<file path="config.mk">
export PLATFORM = sky130hd
export DESIGN_NAME = pc_seq
export DESIGN_NICKNAME = d
export VERILOG_FILES = /design/src/rtl/pc_pkg.sv /design/src/rtl/pc_ret_stack.sv /design/src/rtl/pc_seq.sv
export SDC_FILE = /design/constraint.sdc
export NUM_CORES = 1
export LEC_CHECK = 0
export ABC_CLOCK_PERIOD_IN_PS = 2050
export BUFFER_PORTS_ARGS = -buffer_cell sky130_fd_sc_hd__buf_2
export CORE_MARGIN = 2
export CORE_UTILIZATION = 45
export DETAILED_ROUTE_END_ITERATION = 16
export GPL_TIMING_DRIVEN = 0
export PLACE_DENSITY = 0.75
export REMOVE_ABC_BUFFERS = 1
export SETUP_SLACK_MARGIN = 0.5
export SLEW_MARGIN = 20
export SYNTH_ARGS = -nofsm -noshare
export SYNTH_HDL_FRONTEND = slang
export SYNTH_SLANG_ARGS = --single-unit
</file>
<file path="constraint.sdc">
create_clock -name Clk -period 2.05 [get_ports Clk]
set_input_delay 0.1025 -clock Clk [delete_from_list [all_inputs] [get_ports Clk]]
set_output_delay 0.1025 -clock Clk [all_outputs]
set_load 0.01 [all_outputs]
</file>
<file path="src/rtl/pc_pkg.sv">
// Shared types and helpers for the program-counter sequencer.
// Request priority lives here so the top and any checker agree on one encoding.
package pc_pkg;

  // Operation selected for the current cycle, after priority resolution.
  typedef enum logic [2:0] {
    OP_HOLD,
    OP_UP,
    OP_BR,
    OP_LD,
    OP_CALL,
    OP_RET
  } pc_op_e;

  // Priority encode the raw request bits: Ret > Call > Ld > Br > Up.
  // Lower-priority requests in the same cycle are dropped, not queued.
  function automatic pc_op_e pc_decode(input logic ret,
                                       input logic call,
                                       input logic ld,
                                       input logic br,
                                       input logic up);
    pc_op_e op;
    if (ret) begin
      op = OP_RET;
    end else if (call) begin
      op = OP_CALL;
    end else if (ld) begin
      op = OP_LD;
    end else if (br) begin
      op = OP_BR;
    end else if (up) begin
      op = OP_UP;
    end else begin
      op = OP_HOLD;
    end
    return op;
  endfunction

endpackage

</file>
<file path="src/rtl/pc_ret_stack.sv">
// Return-address LIFO for the program-counter sequencer.
// DEPTH entries of W bits. A push while full or a pop while empty is
// ignored here; the caller decides how to flag it. Clr empties the stack
// asynchronously; entry contents are left as-is since empty hides them.
module pc_ret_stack
  import pc_pkg::*;
#(
  parameter int DEPTH = 4,
  parameter int W     = 7
) (
  input  logic         Clk,
  input  logic         Clr,
  input  logic         push,
  input  logic         pop,
  input  logic [W-1:0] push_data,
  output logic [W-1:0] top_data,
  output logic         full,
  output logic         empty
);

  localparam int CW = $clog2(DEPTH + 1);
  localparam int IW = (DEPTH > 1) ? $clog2(DEPTH) : 1;

  logic [W-1:0]  mem [DEPTH];
  logic [CW-1:0] cnt;
  logic [IW-1:0] wr_idx;
  logic [IW-1:0] top_idx;
  logic          do_push;
  logic          do_pop;

  // Status flags, accepted operations and index of the newest entry.
  always_comb begin
    full    = (cnt == CW'(DEPTH));
    empty   = (cnt == '0);
    do_push = push && !full;
    do_pop  = pop && !empty;
    wr_idx  = IW'(cnt);
    top_idx = IW'(cnt - 1'b1);
    top_data = empty ? '0 : mem[top_idx];
  end

  // Occupancy count; this alone defines which entries are live.
  always_ff @(posedge Clk or posedge Clr) begin
    if (Clr) begin
      cnt <= '0;
    end else if (do_push) begin
      cnt <= cnt + 1'b1;
    end else if (do_pop) begin
      cnt <= cnt - 1'b1;
    end
  end

  // Entry storage, written at the slot just above the current top.
  always_ff @(posedge Clk) begin
    if (do_push) begin
      mem[wr_idx] <= push_data;
    end
  end

endmodule

</file>
<file path="src/rtl/pc_seq.sv">
// Program-counter sequencer: increment, absolute jump, signed relative
// branch and, with PC_RET_STACK_EN defined, call/return through an
// internal return stack. Addr feeds the instruction ROM directly.
// Without PC_RET_STACK_EN, Call acts as a plain jump, Ret is ignored and
// StkErr stays 0; the ports stay so the interface never changes.
//
// Request handshake: every request input is a single-cycle level sampled
// on the rising Clk edge; there is no ready/backpressure, exactly one
// request (the highest-priority one) is served per edge, and its effect is
// visible on Addr/Halted/StkErr right after that edge.
module pc_seq
  import pc_pkg::*;
#(
  parameter int ADDR_W     = 7,
  parameter int OFF_W      = 5,
  parameter int RESET_ADDR = 0,
  parameter int WRAP       = 1,
  parameter int STK_DEPTH  = 4
) (
  input  logic              Clk,
  input  logic              Clr,
  input  logic              Up,
  input  logic              Ld,
  input  logic [ADDR_W-1:0] LdAddr,
  input  logic              Br,
  input  logic [OFF_W-1:0]  BrOff,
  input  logic              Call,
  input  logic              Ret,
  output logic [ADDR_W-1:0] Addr,
  output logic              Halted,
  output logic              StkErr
);

  localparam logic [ADDR_W-1:0] ADDR_MAX = '1;
  localparam logic [ADDR_W-1:0] ADDR_RST = ADDR_W'(RESET_ADDR);

  pc_op_e            op;
  logic [ADDR_W-1:0] br_ext;
  logic [ADDR_W-1:0] addr_nx;
  logic              halted_nx;
  logic              ret_req;
  logic              call_req;
  logic              ld_req;

`ifdef PC_RET_STACK_EN
  logic              stk_push;
  logic              stk_pop;
  logic              stk_full;
  logic              stk_empty;
  logic [ADDR_W-1:0] stk_top;
  logic              err_set;

  // Return stack holds Addr+1 of each outstanding call.
  pc_ret_stack #(
    .DEPTH (STK_DEPTH),
    .W     (ADDR_W)
  ) u_stack (
    .Clk       (Clk),
    .Clr       (Clr),
    .push      (stk_push),
    .pop       (stk_pop),
    .push_data (Addr + 1'b1),
    .top_data  (stk_top),
    .full      (stk_full),
    .empty     (stk_empty)
  );

  // Request routing with the stack present: all five requests are live.
  always_comb begin
    ret_req  = Ret;
    call_req = Call;
    ld_req   = Ld;
  end
`else
  logic unused_ret;
  logic unused_depth;

  // Request routing without a stack: Call is a plain jump, Ret is dropped.
  always_comb begin
    ret_req      = 1'b0;
    call_req     = 1'b0;
    ld_req       = Ld | Call;
    unused_ret   = Ret;
    unused_depth = (STK_DEPTH > 0);
  end
`endif

  // Decode the request, sign-extend the branch offset, select next state.
  always_comb begin
    op        = pc_decode(ret_req, call_req, ld_req, Br, Up);
    br_ext    = ADDR_W'($signed(BrOff));
    addr_nx   = Addr;
    halted_nx = Halted;
`ifdef PC_RET_STACK_EN
    stk_push  = 1'b0;
    stk_pop   = 1'b0;
    err_set   = 1'b0;
`endif
    case (op)
      OP_UP: begin
        // A halted counter ignores Up until something else moves it.
        if (!Halted) begin
          if (Addr != ADDR_MAX) begin
            addr_nx = Addr + 1'b1;
          end else if (WRAP != 0) begin
            addr_nx = '0;
          end else begin
            halted_nx = 1'b1;
          end
        end
      end
      OP_BR: begin
        // Modulo-2**ADDR_W add wraps in both directions.
        addr_nx   = Addr + br_ext;
        halted_nx = 1'b0;
      end
      OP_LD: begin
        addr_nx   = LdAddr;
        halted_nx = 1'b0;
      end
`ifdef PC_RET_STACK_EN
      OP_CALL: begin
        // The jump is taken even when the return address cannot be saved.
        addr_nx   = LdAddr;
        halted_nx = 1'b0;
        if (stk_full) begin
          err_set = 1'b1;
        end else begin
          stk_push = 1'b1;
        end
      end
      OP_RET: begin
        halted_nx = 1'b0;
        if (stk_empty) begin
          err_set = 1'b1;
        end else begin
          addr_nx = stk_top;
          stk_pop = 1'b1;
        end
      end
`endif
      default: begin
        addr_nx   = Addr;
        halted_nx = Halted;
      end
    endcase
  end

  // Address and halt registers; Clr forces them immediately.
  always_ff @(posedge Clk or posedge Clr) begin
    if (Clr) begin
      Addr   <= ADDR_RST;
      Halted <= 1'b0;
    end else begin
      Addr   <= addr_nx;
      Halted <= halted_nx;
    end
  end

`ifdef PC_RET_STACK_EN
  // Sticky stack-error flag, cleared only by Clr.
  always_ff @(posedge Clk or posedge Clr) begin
    if (Clr) begin
      StkErr <= 1'b0;
    end else if (err_set) begin
      StkErr <= 1'b1;
    end
  end
`else
  // No stack, so no stack error can occur.
  always_comb begin
    StkErr = 1'b0;
  end
`endif

endmodule

</file>
[Word level (Yosys, flattened, before mapping)]
Index checks and enable logic that the tools add are counted.
Storage, ports and cells
  logic and storage cells: 22
  output and inout port bits: 9
  register bits: 8
Cells by class
  reductions and logical operators: 4
  bitwise logic cells: 1
  eq/ne operators: 5
  add/sub/neg operators: 2
  multiplexer cells: 8
Operators by type and width (number)
  7-bit case mux with 3 select lines: 1
  7-bit two-way mux: 2
  7-bit by 1-bit adder with 7-bit output, second input constant: 1
  7-bit adder: 1
  7-bit inequality test, second input constant: 1
  3-bit by 2-bit == test with 1-bit output, second input constant: 2
  3-bit by 1-bit == test with 1-bit output, second input constant: 1
  3-bit two-way mux: 1
  3-bit nonzero test: 1
  1-bit two-way mux: 2
  2-bit two-way mux: 1
  2-bit inequality test, second input constant: 1
  1-bit case mux with 2 select lines: 1
  2-bit AND reduction: 1
  2-bit nonzero test: 1
  2-bit OR reduction: 1
  1-bit OR: 1

[Depth between registers and ports, before layout]
Gate-level depths: netlist of run 1.
  depth after elaboration: 6
  depth in mapped cells: 8
  gate-level depth less buffers: 8

[Worst setup path after synthesis of run 1]
Ideal clock, no wire load.
  kind: register -> register
  from: register Addr[0]
  to: register Addr[6]
  data arrival time: 2.094 ns
  path slack: -0.115 ns
  setup time: 0.071 ns
  stages on the path, launching flop included: 9
  required time: 1.979 ns
  path buffers: 0
  cells stage by stage: dfrtp_1 -> ha_1 -> inv_1 -> fa_1 -> nand2b_1 -> a21o_1 -> a311o_1 -> a311o_1 -> nand4_1
On the way
  longest elaborated chain between the ends: 4
Ends and longest elaborated chain
  from (decl): RTL line pc_seq.sv:29  | output logic [ADDR_W-1:0] Addr,
  from (signal assigned): RTL line pc_seq.sv:155  | Addr <= addr_nx;
  7-bit by 1-bit adder with 7-bit output or 7-bit inequality test (tied branches): RTL line pc_seq.sv:104, pc_seq.sv:103
  7-bit two-way mux: RTL line pc_seq.sv:103  | if (Addr != ADDR_MAX) begin
  7-bit two-way mux: RTL line pc_seq.sv:102  | if (!Halted) begin
  7-bit case mux with 3 select lines (*): RTL line pc_seq.sv:99  | case (op)
Every way passes the cells marked *; elsewhere a longest branch is shown, timed or not. The select of a mux whose other input is x is not followed.
A chain may end at the register's enable or synchronous reset.

[Final worst setup path of run 1]
Same ends and word-level chain as after synthesis.

==> summary.md, run 1 <==
| Metric | Value |
|---|---|
| Status | completed |
| Max-cap viol count | 0 |
| # DRC | 0 |
| Post-Syn Area | about 840 um2 |
| Via-to-Cell Ratio | between 5 and 6 |
| CP endpoint kind | flop |
| Die Area | 2230 um2 |
| Reg2reg setup slack | about 0.052 ns |
| Fmax | approximately 500 MHz |
| All-Layer GR Usage | 0.232 |
| Routed Antenna Nets | 0 |
| Final instance area | ~1200 um2 |
| GP Congestion | just over 0.8 |
| Cells after Synth | approximately 110 |
| Commonest non-fill, non-tap cell in the layout | buf_2 |
| Fin Setup TNS | 0 ns |
| CORE AREA | roughly 1700 um2 |
| Clk pin slew, worst setup/hold paths | roughly 0.060 ns |
| Starting Density | 0.482 |
| Cell variety after synth | 42 |
| Hold Path Stages | 3 |
| Clock Path Buffers | 2 |
| Fin nets | roughly 170 |
| Drt wl/cell | roughly 14 um |
| First-pass GRT wire length | approximately 3600 um |
| CTS buffer count | 3 |
| Area grow syn2layout | 37.4% |
| Initial antenna violation count | 0 |
| Sinks on Clock Net | 7 |
| Seq cells post-synth | 7 |
| Reg2reg path depth | 8 |
| RSZ-0062 raised after global routing | yes |
| Initial DRC Count | 29 |
| Min-Delay Path Class | in -> reg |
| Layout Skew | 0.00505 ns |
| Placed inst area | ~970 um2 |
| Slew Limit Fails | 0 |
| Hold Fails Final Rpt | 0 |
| Total Wirelength | 2310 um |
| Via count | about 1000 |
| Hold EP | Addr[1] |
| Sequential share of the synthesized area | 0.208 |
| Root Driver | clkbuf_4 |
| Worst EP required | approximately 2.2 ns |
| Top flop regs | Addr x7 |
| Port bufs | 24 |
| Tmin final | between 1.5 and 2 ns |
| Reg2reg start | Addr[0] |
| Worst r2r dst | Addr[6] |
| Setup crit start kind | flop |
| Fraction of final layout cells with drive strength greater than 1 | 0.378 |
| Die Ht | around 47 um |
| Yosys Warn Count | 0 |
| # diodes | 0 |
| FILL cells | between 150 and 200 |
| Pleak | between 0.5 and 0.6 nW |
| Pwr dens | between 500 and 600 nW/um2 |
| Peak supply drop | between 0.3 and 0.4 mV |
| Commonest non-fill, non-tap cells in the layout | buf_2, nand2_1, o21ai_1, inv_1, nor2_1 |
| GRT Residual Overflow | 0 |
| Final setup violation count | 0 |
| Syn_area_per_cell | about 7.5 um2 |
| Vias in the first global route | slightly below 900 |
| Max Fanout on Critical Path | 2 |
| Post-DP HPWL | roughly 1600 um |
| IO Pins | 28 |
| Crit path from | Addr[0] |
| Post-synth EDFFs | 0 |
| CTS tree | yes |
| Ys async rst share | 1.00 |
| DRT Pass-1 Iters | 4 |
| Die Span X | 47.3 um |
| Final Core Density | 0.663 |
| Fin crit share | 0.975 |
| Worst-Skew Late Latency | approximately 0.26 ns |
| H-tree depth | 1 |
| Crit path DAT | between 2 and 2.5 ns |
| Top_reg_cell synth | dfrtp_1 |
| Rows | 15 |
| Largest net degree at the start of global routing | 14 |
| Reg with most FFs | Addr |
| Hold Path Origin | LdAddr[1] |
| Crit Path Category | reg -> reg |
| Max reg flops | 7 |
-- final cells by class --
| class | count | area [um2] | area share |
|---|---|---|---|
| clock buffer | 4 | 26.3 | 0.0227 |
| tap | 25 | 31.3 | 0.0270 |
| inverter | 10 | 37.5 | 0.0324 |
| multi-input combinational | 92 | 714 | 0.617 |
| sequential | 7 | 176 | 0.152 |
| timing repair buffer | 30 | 171 | 0.148 |
-- worst max path at each step --
stage / depth (start not counted) / end / slack (ns)
finish: 8 / Addr[6] / 0.05
global route: 8 / Addr[6] / -0.003
CTS: 9 / Addr[2] / 0.03
detailed placement: 8 / Addr[6] / -0.27
global placement: 8 / Addr[6] / -0.24
floorplan: 8 / Addr[6] / -0.12
-- metal layers --
metal / up-vias / share of wire / track usage
met2: 50 / 0.46 / 0.376
met4: 0 / 0.016 / 0.0611
met5: - / 0 / 0
met1: 450 / 0.44 / 0.290
met3: 4 / 0.076 / 0.0846
li1: 477 / - / -
-- timing repair --
| item | 4_1_cts | 5_1_grt |
|---|---|---|
| pin swaps | 9 | 8 |
| cloned | 0 | 0 |
| endpoints found under the hold margin | 7 | 0 |
| endpoints found under the setup margin | 4 | 6 |
| hold buffers | 1 | 0 |
| setup buffers | 5 | 0 |
| gates resized for setup | 11 | 14 |
-- cells in the mapped netlist, types with 2 or more instances --
cell	n	area, um2
nand2_1	15	56.3
inv_1	8	30.0
dfrtp_1	7	175
ha_1	7	87.6
nor2_1	7	26.3
o21ai_1	7	35.0
a21oi_1	5	25.0
o21ai_0	5	25.0
nand3_1	4	20.0
a211oi_1	3	22.5
buf_4	3	22.5
nand2b_1	3	18.8
o211ai_1	3	22.5
a21o_1	2	15.0
a311o_1	2	20.0
a31oi_1	2	12.5
clkbuf_1	2	7.51
nand4_1	2	12.5
nor2b_1	2	12.5
nor3_1	2	10.0
-- logic make-up after synthesis --
logic type | synth area share
buffers and inverters | 0.0802
DFF | 0.208
AOI/OAI and AO/OA | 0.270
and+or+nand+nor | 0.273
adders and majority gates | 0.128
muxes | 0.0253
xor gates and xnor gates | 0.0104
other | 0.00445
-- worst max-delay path, stage by stage, from the launching register on --
cell and delay, ns:
dfrtp_1 0.36, ha_2 0.19, inv_2 0.04, fa_2 0.34
nand2b_4 0.17, a21o_1 0.18, a311o_1 0.30, a311o_1 0.28
nand4_1 0.09
-- metrics by stage --
step           instances  worst slack (ns)  hold slack (ns)  total power [mW]
2_1_floorplan        109            -0.115          -0.0941             0.339
3_3_place_gp         158            -0.236           0.0525             0.410
3_5_place_dp         158            -0.273           0.0515             0.417
4_1_cts              168            0.0345           0.0522             0.586
5_1_grt              168          -0.00276           0.0650             0.679
6_report             168            0.0520           0.0517             0.632
-- power breakdown --
part	total (mW)	switching [mW]	internal (mW)
registers	0.185	0.0287	0.156
logic	0.317	0.166	0.152
clock network	0.130	0.0557	0.0746
(Power assumes the default switching activity.)
==> run 2, diff against run 1 <==
PLACE_DENSITY = 0.76   (was 0.75)
==> summary.md, run 2 (synthesis results as in run 1) <==
| Metric | Value |
|---|---|
| Initial antenna violation count | 0 (unchanged) |
| Comb power frac | 0.516 (+0.014) |
| Sinks on Clock Net | 7 (unchanged) |
| Peak supply drop | 0.473 mV (+23%) |
| Net Sw Frac | 0.398 (+0.00252) |
| RSZ-0062 raised after global routing | yes |
| CTS buffer count | 3 (unchanged) |
| Crit Path Category | reg -> reg |
| Max stage delay on crit path | 0.39 ns (+0.03 ns) |
| Die Ht | 47.3 um (unchanged) |
| Crit path DAT | 2.20 ns (about the same) |
| # DRC | 0 (unchanged) |
| Vias in the first global route | 882 (+1.6%) |
| Crit path from | Addr[0] |
| Family with the most delay on the worst path | compound AO/OA/AOI/OAI gates |
| GRT Residual Overflow | 0 (unchanged) |
| Routed Antenna Nets | 0 (unchanged) |
| Crit path cell chain | ha_4, inv_2, fa_2, nand2b_4, a21o_1, a311o_1, a311o_1, nand4_1 |
| Area grow syn2layout | 42.2% |
| CP endpoint kind | flop |
| CORE AREA | 1750 um2 (unchanged) |
| Max reg flops | 7 (unchanged) |
| Rows | 15 (unchanged) |
| Fin Setup TNS | 0 ns (unchanged) |
| Clock power frac | 0.199 (-0.007) |
| Hold Fails Final Rpt | 0 (unchanged) |
| P_sw | 0.261 mW (+4.3%) |
| Max-cap viol count | 0 (unchanged) |
| Largest net degree at the start of global routing | 14 (unchanged) |
| Reg2reg setup slack | 0.04 ns (about the same) |
| Worst EP required | 2.24 ns (about the same) |
| H-tree depth | 1 (unchanged) |
| First-pass GRT wire length | 3850 um (+5.9%) |
| CP max stage cell | dfrtp_2 |
| Layout Skew | 0.00713 ns (+0.00208 ns) |
| Fmax | 497 MHz (-0.67%) |
| Via count | 981 (unchanged) |
| Hold Path Origin | LdAddr[4] |
| Slew Limit Fails | 0 (unchanged) |
| DRT Pass-1 Iters | 4 (unchanged) |
| Initial DRC Count | 40 (+38%) |
| Starting Density | 0.482 (unchanged) |
| GP Congestion | 0.830 (+0.47%) |
| Pleak | 0.526 nW (+2.8%) |
| Status | completed |
| CTS tree | yes |
| IO Pins | 28 (unchanged) |
| Fraction of final layout cells with drive strength greater than 1 | 0.396 (+0.0182) |
| Root Driver | clkbuf_4 |
| Top flop regs | Addr x7 |
| Fin nets | 172 (+0.58%) |
| Reg with most FFs | Addr |
| Fin crit share | 0.981 (+0.00654) |
| Final Core Density | 0.686 (+0.0229) |
| Commonest non-fill, non-tap cells in the layout | buf_2, nand2_1, o21ai_1, inv_1, nor2_1 |
| Total Wirelength | 2470 um (+7.1%) |
| Via-to-Cell Ratio | 5.80 (-0.59%) |
| Die Span X | 47.3 um (unchanged) |
| Drt wl/cell | 14.6 um (+6.5%) |
| Die Area | 2230 um2 (unchanged) |
| Clock Path Buffers | 2 (unchanged) |
| # diodes | 0 (unchanged) |
| Worst-Skew Late Latency | 0.26 ns (about the same) |
| Total power | 0.656 mW (+3.7%) |
| Post-DP HPWL | 1650 um (+3.0%) |
| Port bufs | 24 (unchanged) |
| Max Fanout on Critical Path | 2 (unchanged) |
| Clk pin slew, worst setup/hold paths | 0.06 ns (about the same) |
| Reg2reg start | Addr[0] |
| Tmin final | 2.01 ns (+0.0134 ns) |
| Crit-path most repeated cell | a311o_1 |
| Sequential power share | 0.285 (-0.007) |
| Final setup violation count | 0 (unchanged) |
| Worst path bufs/invs | 1 (unchanged) |
| Commonest non-fill, non-tap cell in the layout | buf_2 |
| Setup crit start kind | flop |
| Internal | 0.395 mW (+3.2%) |
| Min-Delay Path Class | in -> reg |
| Pwr dens | 547 nW/um2 (+0.19%) |
| All-Layer GR Usage | 0.245 (+0.0129) |
==> run 2: worst paths after layout <==
| check | endpoint | cells past startpoint |
|---|---|---|
| min in group asynchronous | Addr[3] | 3 |
| worst min-delay path | Addr[4] | 3 |
| max in group asynchronous | Addr[2] | 3 |
| worst min register to register | Addr[6] | 2 |
| worst max-delay path | Addr[6] | 8 |
| worst max register to register | Addr[6] | 8 |
==> run 2: through the flow <==
| stage | std cells | cell area (um2) | setup slack (ns) | hold WS [ns] |
|---|---|---|---|---|
| after CTS | 169 | 1150 | 0.0612 | 0.0550 |
| after detailed placement | 158 | 967 | -0.288 | 0.0492 |
| after global routing | 169 | 1200 | -0.00404 | 0.0644 |
| after global placement | 158 | 967 | -0.232 | 0.0522 |
| after floorplan | 109 | 816 | -0.115 | -0.0941 |
| final | 169 | 1200 | 0.0386 | 0.0516 |
==> run 2: repair_timing <==
item	4_1_cts	5_1_grt
hold buffers	1	0
setup buffers	6	0
pin swaps	10	5
endpoints found under the setup margin	5	5
resized for setup	22	9
endpoints found under the hold margin	7	0
==> run 2: power groups by stage <==
| stage | clock (mW) | combinational (mW) | sequential (mW) |
|---|---|---|---|
| detailed placement | 0 | 0.232 | 0.187 |
| floorplan | 0 | 0.152 | 0.188 |
| CTS | 0.130 | 0.301 | 0.184 |
| global placement | 0 | 0.224 | 0.186 |
| global route | 0.142 | 0.369 | 0.188 |
| finish | 0.131 | 0.338 | 0.187 |
==> run 2: routing by layer <==
| metal | track usage | vias up | routed length [um] |
|---|---|---|---|
| met5 | 0 | - | 0 |
| met4 | 0.0444 | 0 | 31 |
| met3 | 0.0808 | 6 | 211 |
| met2 | 0.400 | 57 | 1190 |
| met1 | 0.316 | 445 | 1040 |
| li1 | - | 473 | - |
==> run 2: layout make-up <==
class | count | area (um2)
multi-input combinational | 92 | 742
fill | 136 | 548
timing repair buffer | 31 | 183
sequential | 7 | 178
inverter | 10 | 37.5
tap | 25 | 31.3
clock buffer | 4 | 26.3
==> run 2: tightest hold or removal path, stage by stage <==
cell	delay, ns
buf_2	0.07
nand2_1	0.03
o21ai_1	0.06
==> run 3, diff against run 2 <==
CORE_UTILIZATION = 47   (was 45)
CTS_BUF_LIST = sky130_fd_sc_hd__clkbuf_8   (was default)
PLACE_DENSITY = 0.79   (was 0.76)
==> summary.md, run 3 (synthesis results as in run 1) <==
| Metric | Value |
|---|---|
| Status | completed |
| Peak supply drop | 0.399 mV (-16%) |
| CP endpoint kind | flop |
| Area grow syn2layout | 39.1% |
| Sequential power share | 0.269 (-0.016) |
| Rows | 15 (unchanged) |
| H-tree depth | 1 (unchanged) |
| Fin nets | 172 (unchanged) |
| Slew Limit Fails | 0 (unchanged) |
| Initial DRC Count | 26 (-35%) |
| Starting Density | 0.493 (+0.0106) |
| CTS buffer count | 3 (unchanged) |
| CP max stage cell | dfrtp_2 |
| Reg with most FFs | Addr |
| Worst r2r dst | Addr[6] |
| Reg2reg start | Addr[0] |
| Reg2reg setup slack | 0.07 ns (+0.03 ns) |
| All-Layer GR Usage | 0.246 (+0.00166) |
| Hold Fails Final Rpt | 0 (unchanged) |
| Worst-Skew Late Latency | 0.23 ns (-0.03 ns) |
| Die Area | 2150 um2 (-3.9%) |
| Root Driver | clkbuf_8 |
| Internal | 0.438 mW (+11%) |
| RSZ-0062 raised after global routing | yes |
| Drt wl/cell | 14.9 um (+1.9%) |
| Total Wirelength | 2520 um (+1.9%) |
| Comb power frac | 0.454 (-0.062) |
| Clk pin slew, worst setup/hold paths | 0.04 ns (-0.02 ns) |
| Fmax | 504 MHz (+1.5%) |
| Fraction of final layout cells with drive strength greater than 1 | 0.382 (-0.0139) |
| IO Pins | 28 (unchanged) |
| Highest metal used | met4 |
| CTS tree | yes |
| Port bufs | 24 (unchanged) |
| Finished Layout Cells | 169 (unchanged) |
| Clock Path Buffers | 2 (unchanged) |
| FILL cells | 133 (-2.2%) |
| # diodes | 0 (unchanged) |
| Hold Path Origin | LdAddr[4] |
| Met3 Routed Length | 137 um (-35%) |
| Hold Path Stages | 3 (unchanged) |
| Clock power frac | 0.277 (+0.078) |
| Crit Path Category | reg -> reg |
| Family with the most delay on the worst path | compound AO/OA/AOI/OAI gates |
| Max stage delay on crit path | 0.39 ns (about the same) |
| Crit-path most repeated cell | a311o_1 |
| Sinks on Clock Net | 7 (unchanged) |
| Tmin final | 1.98 ns (-0.0289 ns) |
| GP Congestion | 0.836 (+0.64%) |
| Hold EP | Addr[4] |
| Initial antenna violation count | 0 (unchanged) |
| First-pass GRT wire length | 3770 um (-2.2%) |
| Routed wl met2 | 1310 um (+11%) |
| P_sw | 0.255 mW (-2.0%) |
| Via count | 966 (-1.5%) |
| Vias in the first global route | 874 (-0.91%) |
| Placed inst area | 967 um2 (unchanged) |
| Pwr dens | 592 nW/um2 (+8.2%) |
| Max reg flops | 7 (unchanged) |
| DRT Pass-1 Iters | 4 (unchanged) |
| Fin Setup TNS | 0 ns (unchanged) |
| Commonest non-fill, non-tap cell in the layout | buf_2 |
| Post-DP HPWL | 1690 um (+2.6%) |
| GRT Residual Overflow | 0 (unchanged) |
| Max-cap viol count | 0 (unchanged) |
| Routed Antenna Nets | 0 (unchanged) |
| Worst EP required | 2.21 ns (-0.03 ns) |
| Critical path depth | 8 (unchanged) |
| Final instance area | 1170 um2 (-2.2%) |
| Worst path bufs/invs | 1 (unchanged) |
| Die Ht | 46.3 um (-2.0%) |
| Max Fanout on Critical Path | 2 (unchanged) |
| Layout Skew | 0.00122 ns (-0.00591 ns) |
| Pleak | 0.526 nW (-0.10%) |
| Net Sw Frac | 0.368 (-0.0294) |
| CORE AREA | 1710 um2 (-2.2%) |
| # DRC | 0 (unchanged) |
| Min-Delay Path Class | in -> reg |
| Top flop regs | Addr x7 |
| Via-to-Cell Ratio | 5.72 (-1.5%) |
| Crit path DAT | 2.14 ns (-0.06 ns) |
| Dpl cells | 158 (unchanged) |
| Setup crit start kind | flop |
| Total power | 0.693 mW (+5.8%) |
| Reg2reg path depth | 8 (unchanged) |
| Final setup violation count | 0 (unchanged) |
| Crit path cell chain | ha_4, inv_2, fa_2, nand2b_4, a21o_1, a311o_1, a311o_1, nand4_1 |
| Fin crit share | 0.967 (-0.0141) |
| Hold WS | 0.0782 ns (+0.0266 ns) |
| WL met1 | 1040 um (about the same) |
| Die Span X | 46.3 um (-2.0%) |
| Commonest non-fill, non-tap cells in the layout | buf_2, nand2_1, inv_1, o21ai_1, nor2_1 |
| Largest net degree at the start of global routing | 14 (unchanged) |
==> run 3: cell types whose count changed in the layout (fill, tap and decap cells not counted), moves of 2 or more <==
cell	before	now
o21ai_0	2	4
clkbuf_4	3	0
buf_4	4	6
buf_6	2	0
clkbuf_8	0	3
o21ai_1	10	8
==> run 3: cell type report <==
class                      instances  area (um2)  share of cell area
clock buffer                       3        41.3              0.0353
inverter                          10        37.5              0.0321
multi-input combinational         92         703               0.600
tap                               25        31.3              0.0267
sequential                         7         179               0.153
timing repair buffer              31         175               0.150
clock inverter                     1        3.75             0.00321
==> run 3: per-layer routing <==
metal / vias to the layer above / GRT usage
met5: - / 0
met4: 0 / 0.0686
met3: 3 / 0.0706
met2: 35 / 0.419
met1: 456 / 0.299
li1: 472 / -
==> run 3: how the worst max path moves through the flow <==
stage | slack [ns] | from | endpoint
global route | 0.03 | Addr[0] | Addr[2]
CTS | 0.09 | Addr[0] | Addr[6]
finish | 0.07 | Addr[0] | Addr[6]
detailed placement | -0.30 | Addr[0] | Addr[6]
floorplan | -0.12 | Addr[0] | Addr[6]
global placement | -0.23 | Addr[0] | Addr[6]
==> run 3: timing repair <==
action,CTS,global route
endpoints found under the setup margin,6,6
hold buffers,1,0
resized for setup,10,12
setup buffers,5,1
pin swaps,6,7
hold endpoints to repair,7,0
==> run 3: power by group through the flow <==
stage               clock [mW]  sequential, mW  combinational (mW)
CTS                      0.193           0.182               0.274
detailed placement           0           0.186               0.233
finish                   0.192           0.187               0.315
global placement             0           0.186               0.224
floorplan                    0           0.188               0.152
global route             0.204           0.189               0.345
==> run 3: worst min-delay path: stages <==
cell and delay [ns]:
buf_2 0.07, nand2_1 0.03, o21ai_1 0.05
==> run 3: stage by stage <==
step / worst slack, ns / utilization
2_1_floorplan: -0.115 / -
3_3_place_gp: -0.225 / 0.566
3_5_place_dp: -0.305 / 0.566
4_1_cts: 0.0934 / 0.642
5_1_grt: 0.0339 / 0.686
6_report: 0.0674 / 0.686
